## src/rtl/hazard_scoreboard_pkg.sv

```systemverilog
// Shared types for the ID-stage hazard scoreboard: register address, ID-side request and
// issue-control response.
package hazard_scoreboard_pkg;

  // Wide enough for a 32-entry register file; narrower files zero-extend into it.
  localparam int unsigned CregW = 5;

  typedef logic [CregW-1:0] creg_addr_t;

  typedef struct packed {
    logic       valid;
    creg_addr_t ra1;
    creg_addr_t ra2;
    logic       use1;
    logic       use2;
    logic       wen;
    creg_addr_t dst;
    logic       md;
    logic       jump;
  } hazard_in_t;

  typedef struct packed {
    logic issue;
    logic stall;
    logic bubble;
    logic flush_ifid;
  } hazard_out_t;

endpackage

```

## src/rtl/hazard_pending_cnt.sv

```systemverilog
// Saturating up/down counter tracking outstanding writes to one architectural register.
module hazard_pending_cnt #(
  parameter int unsigned CNT_W = 2
) (
  input  logic             clk,
  input  logic             reset,
  input  logic             inc,
  input  logic             dec,
  output logic [CNT_W-1:0] cnt
);

  logic [CNT_W-1:0] cnt_q, cnt_d;

  // Simultaneous inc and dec cancel; both ends clamp.
  always_comb begin
    cnt_d = cnt_q;
    if (inc && !dec && !(&cnt_q)) begin
      cnt_d = cnt_q + CNT_W'(1);
    end else if (dec && !inc && (|cnt_q)) begin
      cnt_d = cnt_q - CNT_W'(1);
    end
  end

  always_ff @(posedge clk) begin
    if (reset) begin
      cnt_q <= '0;
    end else begin
      cnt_q <= cnt_d;
    end
  end

  assign cnt = cnt_q;

endmodule

```

## src/rtl/hazard_scoreboard.sv

```systemverilog
// ID-stage hazard scoreboard: RAW/full/multi-cycle-unit interlocks and pipeline controls.
// Define HAZARD_SCOREBOARD_PERF_EN to add the saturating perf_stall cycle counter.
module hazard_scoreboard
  import hazard_scoreboard_pkg::*;
#(
  parameter int unsigned NREG   = 32,
  parameter int unsigned CNT_W  = 2,
  parameter int unsigned MD_LAT = 4
) (
  input  logic                    clk,
  input  logic                    reset,
  input  logic                    id_valid,
  input  logic [$clog2(NREG)-1:0] id_ra1,
  input  logic [$clog2(NREG)-1:0] id_ra2,
  input  logic                    id_use1,
  input  logic                    id_use2,
  input  logic                    id_wen,
  input  logic [$clog2(NREG)-1:0] id_dst,
  input  logic                    id_md,
  input  logic                    id_jump,
  input  logic                    ex_redirect,
  input  logic                    wb_valid,
  input  logic [$clog2(NREG)-1:0] wb_dst,
  input  logic                    iwait,
  input  logic                    dwait,
  output logic                    issue,
  output logic                    stall,
  output logic                    bubble,
  output logic                    flush_ifid,
  output logic                    md_busy,
  output logic                    pending_any
`ifdef HAZARD_SCOREBOARD_PERF_EN
  ,
  output logic [63:0]             perf_stall
`endif
);

  localparam int unsigned AW  = $clog2(NREG);
  localparam int unsigned MdW = $clog2(MD_LAT) + 1;

  hazard_in_t  hin;
  hazard_out_t hout;

  logic [NREG-1:0] nz;
  logic [NREG-1:0] at_max;
  logic [MdW-1:0]  md_cnt_q, md_cnt_d;
  logic            raw, full, mdh, freeze;

  always_comb begin
    hin       = '0;
    hin.valid = id_valid;
    hin.ra1   = creg_addr_t'(id_ra1);
    hin.ra2   = creg_addr_t'(id_ra2);
    hin.use1  = id_use1;
    hin.use2  = id_use2;
    hin.wen   = id_wen;
    hin.dst   = creg_addr_t'(id_dst);
    hin.md    = id_md;
    hin.jump  = id_jump;
  end

  assign nz[0]     = 1'b0;
  assign at_max[0] = 1'b0;

  for (genvar r = 1; r < NREG; r++) begin : g_cnt
    logic [CNT_W-1:0] cnt_r;

    hazard_pending_cnt #(
      .CNT_W(CNT_W)
    ) u_cnt (
      .clk  (clk),
      .reset(reset),
      .inc  (hout.issue & hin.wen & (hin.dst == CregW'(r))),
      .dec  (wb_valid & (wb_dst == AW'(r))),
      .cnt  (cnt_r)
    );

    assign nz[r]     = |cnt_r;
    assign at_max[r] = &cnt_r;
  end

  // Hazards look only at registered counters, so a same-cycle writeback never unblocks.
  assign raw    = (hin.use1 & (hin.ra1 != '0) & nz[hin.ra1]) |
                  (hin.use2 & (hin.ra2 != '0) & nz[hin.ra2]);
  assign full   = hin.wen & (hin.dst != '0) & at_max[hin.dst];
  assign mdh    = hin.md & (md_cnt_q != '0);
  assign freeze = iwait | dwait;

  always_comb begin
    hout.issue      = ~reset & hin.valid & ~raw & ~full & ~mdh & ~freeze & ~ex_redirect;
    hout.stall      = reset | freeze | (hin.valid & ~hout.issue & ~ex_redirect);
    hout.bubble     = reset | (~hout.issue & ~dwait);
    hout.flush_ifid = ~reset & (ex_redirect | (hout.issue & hin.jump));
  end

  assign issue       = hout.issue;
  assign stall       = hout.stall;
  assign bubble      = hout.bubble;
  assign flush_ifid  = hout.flush_ifid;
  assign md_busy     = ~reset & (md_cnt_q != '0);
  assign pending_any = ~reset & (|nz);

  // The multi-cycle unit freezes along with the data side.
  always_comb begin
    md_cnt_d = md_cnt_q;
    if (hout.issue && hin.md) begin
      md_cnt_d = MdW'(MD_LAT - 1);
    end else if (md_cnt_q != '0 && !dwait) begin
      md_cnt_d = md_cnt_q - MdW'(1);
    end
  end

  always_ff @(posedge clk) begin
    if (reset) begin
      md_cnt_q <= '0;
    end else begin
      md_cnt_q <= md_cnt_d;
    end
  end

`ifdef HAZARD_SCOREBOARD_PERF_EN
  logic [63:0] perf_q;

  always_ff @(posedge clk) begin
    if (reset) begin
      perf_q <= '0;
    end else if (hin.valid && !hout.issue && !ex_redirect && !(&perf_q)) begin
      perf_q <= perf_q + 64'd1;
    end
  end

  assign perf_stall = perf_q;
`endif

endmodule

```

## config.mk

```make
export PLATFORM = sky130hd
export DESIGN_NAME = hazard_scoreboard
export DESIGN_NICKNAME = d
export VERILOG_FILES = /design/src/rtl/hazard_scoreboard_pkg.sv /design/src/rtl/hazard_pending_cnt.sv /design/src/rtl/hazard_scoreboard.sv
export SDC_FILE = /design/constraint.sdc
export NUM_CORES = 1
export LEC_CHECK = 0
export ABC_AREA = 1
export CAP_MARGIN = 10
export CORE_MARGIN = 4
export CORE_UTILIZATION = 52
export DETAILED_ROUTE_END_ITERATION = 10
export PLACE_DENSITY = 0.72
export SETUP_SLACK_MARGIN = 0.2
export SLEW_MARGIN = 20
export SYNTH_ARGS = -nofsm -noshare
export SYNTH_HDL_FRONTEND = slang
export SYNTH_SLANG_ARGS = --single-unit
```

## constraint.sdc

```tcl
create_clock -name clk -period 6.1 [get_ports clk]
set_clock_uncertainty 0.2 [all_clocks]
set_input_delay 0.61 -clock clk [delete_from_list [all_inputs] [get_ports clk]]
set_output_delay 0.61 -clock clk [all_outputs]
set_load 0.03 [all_outputs]
```

# Word-level counts from Yosys, hierarchy flattened
# Cells that the tools add are included.
# word_totals
in_bits	32
out_inout_bits	6
regBits	65
word_cells	648
# op_classes
add_sub_neg	63
n_bitwise	97
eq_ne	62
n_lt_le_gt_ge	3
n_reduce_logical	320
mux	70
# op_table
cell	count
$eq A5 B5 Y1 const B	32
$mux W2	64
$logic_and A1 B1 Y1	126
$logic_not A1 Y1	94
$and A1 B1 Y1	83
$eq A5 B4 Y1 const B	16
$reduce_bool A2 Y1	32
$reduce_or A2 Y1	32
$add A2 B1 Y2 const B	31
$reduce_and A2 Y1	31
$reduce_or A62 Y1	1
$sub A2 B1 Y2 const B	31
$eq A5 B3 Y1 const B	8
$eq A5 B2 Y1 const B	4
$lt A5 B6 Y1 const B	3
$bmux W1 S5	3
$reduce_bool A5 Y1	3
$eq A5 B1 Y1 const B	2
$not A1 Y1	8
$or A1 B1 Y1	6
$mux W1	3
$reduce_bool A3 Y1	1
$sub A3 B1 Y3 const B	1

# Logic depth before layout (Yosys ltp)
# Gate-level depths: netlist of run 1.
# logic_depth
ltp_word	18
mapped_depth	20
ltp_nobuf	19

# By module
# From an unflattened synthesis of run 1, not the netlist that was laid out.
# hier_totals
cells_unflattened	1086
hier_area_um2	6014.5
# by_module_without_submodules
mod	area_each_um2	cells_each	n_inst	seq_area_each_um2
hazard_pending_cnt	123.9	19	31	40.0
hazard_scoreboard	2174.6	497	1	60.1

# Worst setup path before layout of run 1
# OpenSTA, ideal clock, no wires.
# synth_path
kind	input port to output port
startpoint	input port id_ra2[0]
endpoint	output port bubble
n_path_buf	4
path_stages	15
setup_slack_ns	2.581
arrival_ns	2.709
required_ns	5.290
cell_sequence	buf_2 inv_1 buf_2 nand2_1 o211ai_1 nand3_1 nand3_1 nand2_1 nand2_1 nand3_1 inv_1 nor2_2 buf_4 buf_4 o21ai_0
# synth_via
elab_chain_len	13
elab_cells_between_ends	15
classes_between	mux (2); bitwise (12); reduce/logical (1)
# synth_rtl
item	line	text
start: declaration	hazard_scoreboard.sv:14	input logic [$clog2(NREG)-1:0] id_ra2,
$bmux W1 S5 or $reduce_bool A5 Y1 (tied branches)	hazard_scoreboard.sv:84	(hin.use2 & (hin.ra2 != '0) & nz[hin.ra2]);
$mux W1 (implied by the code) or $and A1 B1 Y1 (tied branches)	hazard_scoreboard.sv:84	
$and A1 B1 Y1 *	hazard_scoreboard.sv:84	
$or A1 B1 Y1 *	hazard_scoreboard.sv:83	assign raw = (hin.use1 & (hin.ra1 != '0) & nz[hin.ra1]) |
$not A1 Y1 *	hazard_scoreboard.sv:90	hout.issue = ~reset & hin.valid & ~raw & ~full & ~mdh & ~freeze & ~ex_redirect;
$and A1 B1 Y1 * (5 in series)	hazard_scoreboard.sv:90	
named net issue	hazard_scoreboard.sv:26	output logic issue,
$not A1 Y1 *	hazard_scoreboard.sv:92	hout.bubble = reset | (~hout.issue & ~dwait);
$and A1 B1 Y1 *	hazard_scoreboard.sv:92	
$or A1 B1 Y1 *	hazard_scoreboard.sv:92	
end: declaration	hazard_scoreboard.sv:28	output logic bubble,
# Mark *: on every way through the listed nets, which the timed path passes. The rest lies on a longest branch. The select of a mux whose other input is x is not followed.

# Worst setup path after layout of run 1
# layout_path
startpoint	input port id_ra2[0]
endpoint	output port flush_ifid
# layout_via
elab_chain_len	13
elab_cells_between_ends	15
classes_between	mux (2); bitwise (12); reduce/logical (1)
# layout_rtl
item	line	text
$bmux W1 S5 or $reduce_bool A5 Y1 (tied branches)	hazard_scoreboard.sv:84	
$mux W1 (implied by the code) or $and A1 B1 Y1 (tied branches)	hazard_scoreboard.sv:84	
$and A1 B1 Y1 *	hazard_scoreboard.sv:84	
$or A1 B1 Y1 *	hazard_scoreboard.sv:83	
$not A1 Y1 *	hazard_scoreboard.sv:90	
$and A1 B1 Y1 * (5 in series)	hazard_scoreboard.sv:90	
$and A1 B1 Y1 *	hazard_scoreboard.sv:93	hout.flush_ifid = ~reset & (ex_redirect | (hout.issue & hin.jump));
$or A1 B1 Y1 *	hazard_scoreboard.sv:93	
$and A1 B1 Y1 *	hazard_scoreboard.sv:93	
end: declaration	hazard_scoreboard.sv:29	output logic flush_ifid,
# Mark *: on every way between the ends. The rest lies on a longest branch, timed or not. The select of a mux whose other input is x is not followed.

==> results of run 1 <==
## per-layer routing
metal | global-route usage | vias up | wire (um)
met2 | 0.468 | 335 | 7710
met5 | 0 | - | 0
met1 | 0.393 | 2887 | 7530
met3 | 0.0775 | 73 | 1870
met4 | 0.157 | 0 | 901
li1 | - | 3305 | -
## sequential cells by signal (all words and copies together), names as in the netlist
register         count
md_cnt_q             3
g_cnt.u_cnt.cnt     62
## placed cells by master, fill, tap and decap left out, drive strengths merged
master           n
nor4             7
a31oi            1
nand2          301
inv            152
nand3          115
dfxtp           65
nand4           57
xor2             1
o21ai           14
bufinv           1
nor2           164
buf              7
o211ai           8
nor3             8
or2              4
a21oi           71
clkbuf          13
ha               2
clkdlybuf4s50   37
nand3b          10
clkinv           3
## kinds of logic (layout without fill, tap and decap cells)
| family | count (synthesis) | after routing | synth area share |
|---|---|---|---|
| buf+inv | 186 | 213 | 0.134 |
| compound gates | 94 | 94 | 0.0905 |
| flops | 65 | 65 | 0.240 |
| xor+xnor | 1 | 1 | 0.00161 |
| fa+ha+maj | 2 | 2 | 0.00461 |
| simple gates | 666 | 666 | 0.530 |
## worst min-delay path, delay by kind of cell, from the launching register on
family,cells,cell delay (ps)
simple gates,1,60
compound gates,1,50
flops,1,310
## stage by stage
step                cells  utilization  setup WS, ps  power (mW)
finish               1177        0.593          1410       0.999
CTS                  1177        0.593          1420        1.00
floorplan            1014            -          2580       0.569
global placement     1161        0.575          1490       0.635
detailed placement   1161        0.575          1480       0.635
global route         1177        0.593          1150        1.05
## where the power goes
group          internal (mW)  switching, mW
Combinational         0.0681          0.126
Sequential             0.432        0.00293
Clock                  0.199          0.171
## worst min path at each step
stage / start / cells past startpoint / to / slack, ps
floorplan: g_cnt[2].u_cnt.cnt[1] / 2 / g_cnt[2].u_cnt.cnt[1] / 240
global placement: g_cnt[3].u_cnt.cnt[1] / 2 / g_cnt[3].u_cnt.cnt[1] / 250
detailed placement: g_cnt[3].u_cnt.cnt[1] / 2 / g_cnt[3].u_cnt.cnt[1] / 250
CTS: g_cnt[3].u_cnt.cnt[1] / 2 / g_cnt[3].u_cnt.cnt[1] / 260
global route: g_cnt[2].u_cnt.cnt[1] / 2 / g_cnt[2].u_cnt.cnt[1] / 290
finish: g_cnt[3].u_cnt.cnt[1] / 2 / g_cnt[3].u_cnt.cnt[1] / 260
## final cells by class
class / instances / area, um^2
Fill cell: 1088 / 4160
Multi-Input combinational cell: 763 / 3410
Timing Repair Buffer: 44 / 423
Clock buffer: 13 / 149
Sequential cell: 65 / 1300
Tap cell: 136 / 170
Clock inverter: 3 / 40.0
Inverter: 153 / 574
==> metrics.yaml, run 1 <==
powerDensity_nw_per_um2: 165
drt_wl_total_um: 18000
crit_buf_inv: 5
die_area_um2: 12100
critPathLaunchType: "primary input"
endpoint: "flush_ifid"
drc: 0
port-buffer-count: 37
setup_viol_count_final: 0
postCtsHoldBufs: 0
postCtsSetupRepairBufs: 0
reg2reg_slack_ps: 2850
die_x_um: 110
ys_ff_latch: 65
ant_nets: 0
dp_hpwl_um: 13500
grt_pass1_wl_um: 28400
drt-pass1-iter-count: 7
htree_levels: 3
fp.coreArea_um2: 10200
grt_max_degree: 47
crit_chain: "clkdlybuf4s50_1, inv_1, a21oi_1, o21ai_0, nand3_1, nand3_1, nand2_1, nand2_1, nand3_1, buf_4, inv_1, nor2_4, nand2_1, a21oi_1, clkdlybuf4s50_1"
syn_area_um2: 5430
yosysWarnings: 0
postSynth.asyncResetShare: 0
gr-total-overflow: 0
worstSetupStartpoint: "id_ra2[0]"
r2r_start: "g_cnt[4].u_cnt.cnt[1]"
cp.depth: 15
tritoncts: "done"
initial_core_util: 0.531
vdd_drop_max_v: 0.000143
max_freq_mhz: 213
synth_top_area_cell: "dfxtp_1"
yosys-top-cells-area: "dfxtp_1, nand2_1, nor2_1"
io_pins: 38
synth_top_area_share: 0.240
cp.arrival_ps: 3880
critical_path.top_delay_family: "buffers and inverters"
r2r_cells: 16
power.leakage_nw: 2.58
post_cts_resized: 0
slew_violations: 0
timing.hold.ws_ps: 264
slew-limit-headroom: 0.437
gp_congestion: 0.989
synth_cell_type_count: 27
period_minus_slack_ps: 4690
place_area_um2: 5880
netlist_top_cells_count: "nand2_1, nor2_1, inv_1"
layout-drive-gt1-share: 0.0307
synthFlopType: "dfxtp_1"
synth_nets: 1048
critical_path.max_stage_delay_ps: 820
clock_latency_ps: 350
clk_path_buf_depth: 2
grt_pass1_vias: 5736
drt_iter0_drc: 719
crit_slowest_cell: "clkdlybuf4s50_1"
row_count: 37
synth_seq_area_share: 0.240
timing.final.crit_share: 0.769
layout.nets: 1070
min-delay-path-class: "flip-flop to flip-flop"
tightest_slew_ps: 840
syn_inst: 1014
finalHoldViolations: 0
cts_inserted_buffers: 9
outcome: "complete, no violations"
synth_edf_count: 0
cts_sinks: 65
synth.most_common_cell: "nand2_1"
critical_path_class: "primary input to primary output"
cts_root_buffer: "clkbuf_8"
clk_pin_slew_ps: 70
worstPathRequired_ps: 5290
vias_per_cell: 5.61
drt-wirelength-per-cell_um: 15.3
antenna_found_initial: 0
cp_max_fo: 21
syn_avg_cell_area_um2: 5.36
areaGrowthSynthToFinish_pct: 11.7
antenna_cells: 0
reg2reg_to: "g_cnt[24].u_cnt.cnt[0]"
drv_cap: 0
num_vias: 6600
fp.dieH_um: 110
endpoint_kind: "primary output"
fin_area_um2: 6070
final.setup.tns_ps: 0
grt_use_total: 0.305
rsz0062_at_grt: "false"
Note: power is estimated with default switching activity, not from simulation.
==> run 2, diff against run 1 <==
--- a/config.mk
+++ b/config.mk
@@ -10,7 +10,7 @@
 export CORE_MARGIN = 4
 export CORE_UTILIZATION = 52
 export DETAILED_ROUTE_END_ITERATION = 10
-export PLACE_DENSITY = 0.72
+export PLACE_DENSITY = 0.75
 export SETUP_SLACK_MARGIN = 0.2
 export SLEW_MARGIN = 20
 export SYNTH_ARGS = -nofsm -noshare
==> constraint.sdc (replaced) <==
create_clock -name clk -period 3.75 [get_ports clk]
set_clock_uncertainty 0.2 [all_clocks]
set_input_delay 0.375 -clock clk [delete_from_list [all_inputs] [get_ports clk]]
set_output_delay 0.375 -clock clk [all_outputs]
set_load 0.03 [all_outputs]
==> run 2 against run 1 <==
Compared with the run above:
- combinational power rose by 65%
- cell count rose by 1.3%
- setup slack got worse by 920 ps
- clock-buffer cell count did not move
- core utilization rose by 0.95 points
- non-clock buffer count rose by 15
- die area did not move
- wire length fell by 2.6%
- critical path type unchanged
- largest cell class unchanged
- highest routed layer unchanged
==> metrics.yaml, run 2 (synthesis results as in run 1) <==
outcome: "complete, no violations"
finalHoldViolations: 0  # unchanged
setup_viol_count_final: 0  # unchanged
worstPathRequired_ps: 3170  # -2120 ps
grt_pass1_wl_um: 28800  # +1.2%
min-delay-path-class: "flip-flop to flip-flop"
gr-total-overflow: 0  # unchanged
rsz0062_at_grt: "false"
antenna_cells: 0  # unchanged
largest_reg_flops: 62  # unchanged
drt_iter0_drc: 654  # -9.0%
vdd_drop_max_v: 0.000244  # +70%
grt_use_total: 0.308  # +0.00295
cp.arrival_ps: 2690  # -1190 ps
areaGrowthSynthToFinish_pct: 13.5
final.setup.tns_ps: 0  # unchanged
clockPowerShare: 0.374  # +0.003
slew_violations: 0  # unchanged
num_vias: 6549  # -0.77%
critPathLaunchType: "primary input"
dp_hpwl_um: 13600  # +0.62%
cp_max_fo: 6  # -71%
critical_path_class: "primary input to primary output"
multi_input_area_um2: 3410  # unchanged
timing.hold.ws_ps: 269  # +5.16 ps
period_minus_slack_ps: 3270
clk_pin_slew_ps: 70  # about the same
p_int_mw: 1.15  # +64%
power.leakage_nw: 2.65  # +3.0%
cts_sinks: 65  # unchanged
comb_power_share: 0.196  # +0.002
switching_share: 0.303  # +0.00284
worst_slack_ps: 485  # -922 ps
row_count: 37  # unchanged
gp_congestion: 1.03  # +3.8%
seqCellArea_um2: 1300  # unchanged
die_x_um: 110  # unchanged
fp.coreArea_um2: 10200  # unchanged
max_freq_mhz: 306
drv_cap: 0  # unchanged
slew-limit-headroom: 0.610  # +0.173
grt_pass1_vias: 5931  # +3.4%
antenna_found_initial: 0  # unchanged
grt_max_degree: 47  # unchanged
drt-wirelength-per-cell_um: 14.7  # -3.8%
drt_wl_total_um: 17500  # -2.6%
pwr-share-seq: 0.431  # -0.004
mostFrequentLayoutCell: "nand2_1"
endpoint_kind: "primary output"
postCtsHoldBufs: 0  # unchanged
clk_path_buf_depth: 2  # unchanged
die_area_um2: 12100  # unchanged
fillCellCount: 1068  # -1.8%
io_pins: 38  # unchanged
ant_nets: 0  # unchanged
cts_inserted_buffers: 9  # unchanged
final_util: 0.603  # +0.00954
fp.dieH_um: 110  # unchanged
drt-pass1-iter-count: 5  # -2
tritoncts: "done"
final_cell_mix: "nand2_1, nor2_1, inv_1, nand3_1, a21oi_1"
vias_per_cell: 5.49  # -2.0%
powerDensity_nw_per_um2: 266  # +62%
p_switching_mw: 0.497  # +66%
layout.nets: 1085  # +1.4%
cts_root_buffer: "clkbuf_8"
htree_levels: 3  # unchanged
total_power_mw: 1.64  # +64%
port-buffer-count: 37  # unchanged
clock_latency_ps: 360  # about the same
place_ws_ps: 161  # -1320 ps
layout-drive-gt1-share: 0.0483  # +0.0176
drc: 0  # unchanged
initial_core_util: 0.531  # unchanged
tightest_slew_ps: 583  # -257 ps
timing.final.crit_share: 0.871
run 2: worst paths after layout:
path | start | to | slack [ps] | cells after the start
worst min-delay path | g_cnt[3].u_cnt.cnt[1] | g_cnt[3].u_cnt.cnt[1] | 270 | 2
worst min register to register | g_cnt[3].u_cnt.cnt[1] | g_cnt[3].u_cnt.cnt[1] | 270 | 2
worst max-delay path | id_ra1[0] | flush_ifid | 480 | 18
worst max register to register | g_cnt[4].u_cnt.cnt[1] | g_cnt[24].u_cnt.cnt[0] | 700 | 15
run 2: per-stage QoR:
stage / instances / instance area (um^2)
2_1_floorplan: 1014 / 5430
3_3_place_gp: 1176 / 5990
3_5_place_dp: 1176 / 5990
4_1_cts: 1192 / 6170
5_1_grt: 1192 / 6160
6_report: 1192 / 6160
run 2: layout make-up:
cell class,instances,area share
inverter,153,0.0932
tap,136,0.0276
multi-input combinational,763,0.553
sequential,65,0.211
clock buffer,13,0.0242
clock inverter,3,0.00649
timing repair buffer,59,0.0844
run 2: worst max-delay path: stages:
cell             delay (ps)
clkdlybuf4s50_1         560
inv_1                   110
nor2_1                  250
nand2_1                  80
nand2_1                  60
inv_1                    30
nand2_1                  50
nand2_1                  40
nand2_1                  70
inv_1                    40
nand2_1                  60
nand2_1                  50
nand2_1                 130
nand3_1                 190
nor2_4                  210
nand2_1                  70
a21oi_1                 130
buf_4                   180
run 2: what timing repair did:
| item | CTS | global route |
|---|---|---|
| resized for setup | 2 | 6 |
| endpoints found under the setup margin | 2 | 2 |
| setup buffers | 0 | 0 |
run 2: per-layer routing:
metal	up-vias	track usage	wire length, um
met3	55	0.0646	1700
met5	-	0	0
met2	288	0.476	7570
li1	3329	-	-
met4	0	0.147	763
met1	2877	0.408	7500
run 2: power groups by stage:
stage / registers, mW / logic (mW) / clock network (mW)
finish: 0.708 / 0.321 / 0.614
global route: 0.708 / 0.361 / 0.658
CTS: 0.708 / 0.318 / 0.627
detailed placement: 0.724 / 0.316 / 0
global placement: 0.724 / 0.315 / 0
floorplan: 0.723 / 0.202 / 0
==> run 3, diff against run 2 <==
--- a/config.mk
+++ b/config.mk
@@ -9,6 +9,7 @@
 export CAP_MARGIN = 10
 export CORE_MARGIN = 4
 export CORE_UTILIZATION = 52
+export CTS_CLUSTER_SIZE = 10
 export DETAILED_ROUTE_END_ITERATION = 10
 export PLACE_DENSITY = 0.75
 export SETUP_SLACK_MARGIN = 0.2
==> results of run 3 <==
The final DEF is identical to that of run 2; final timing and power are the same.
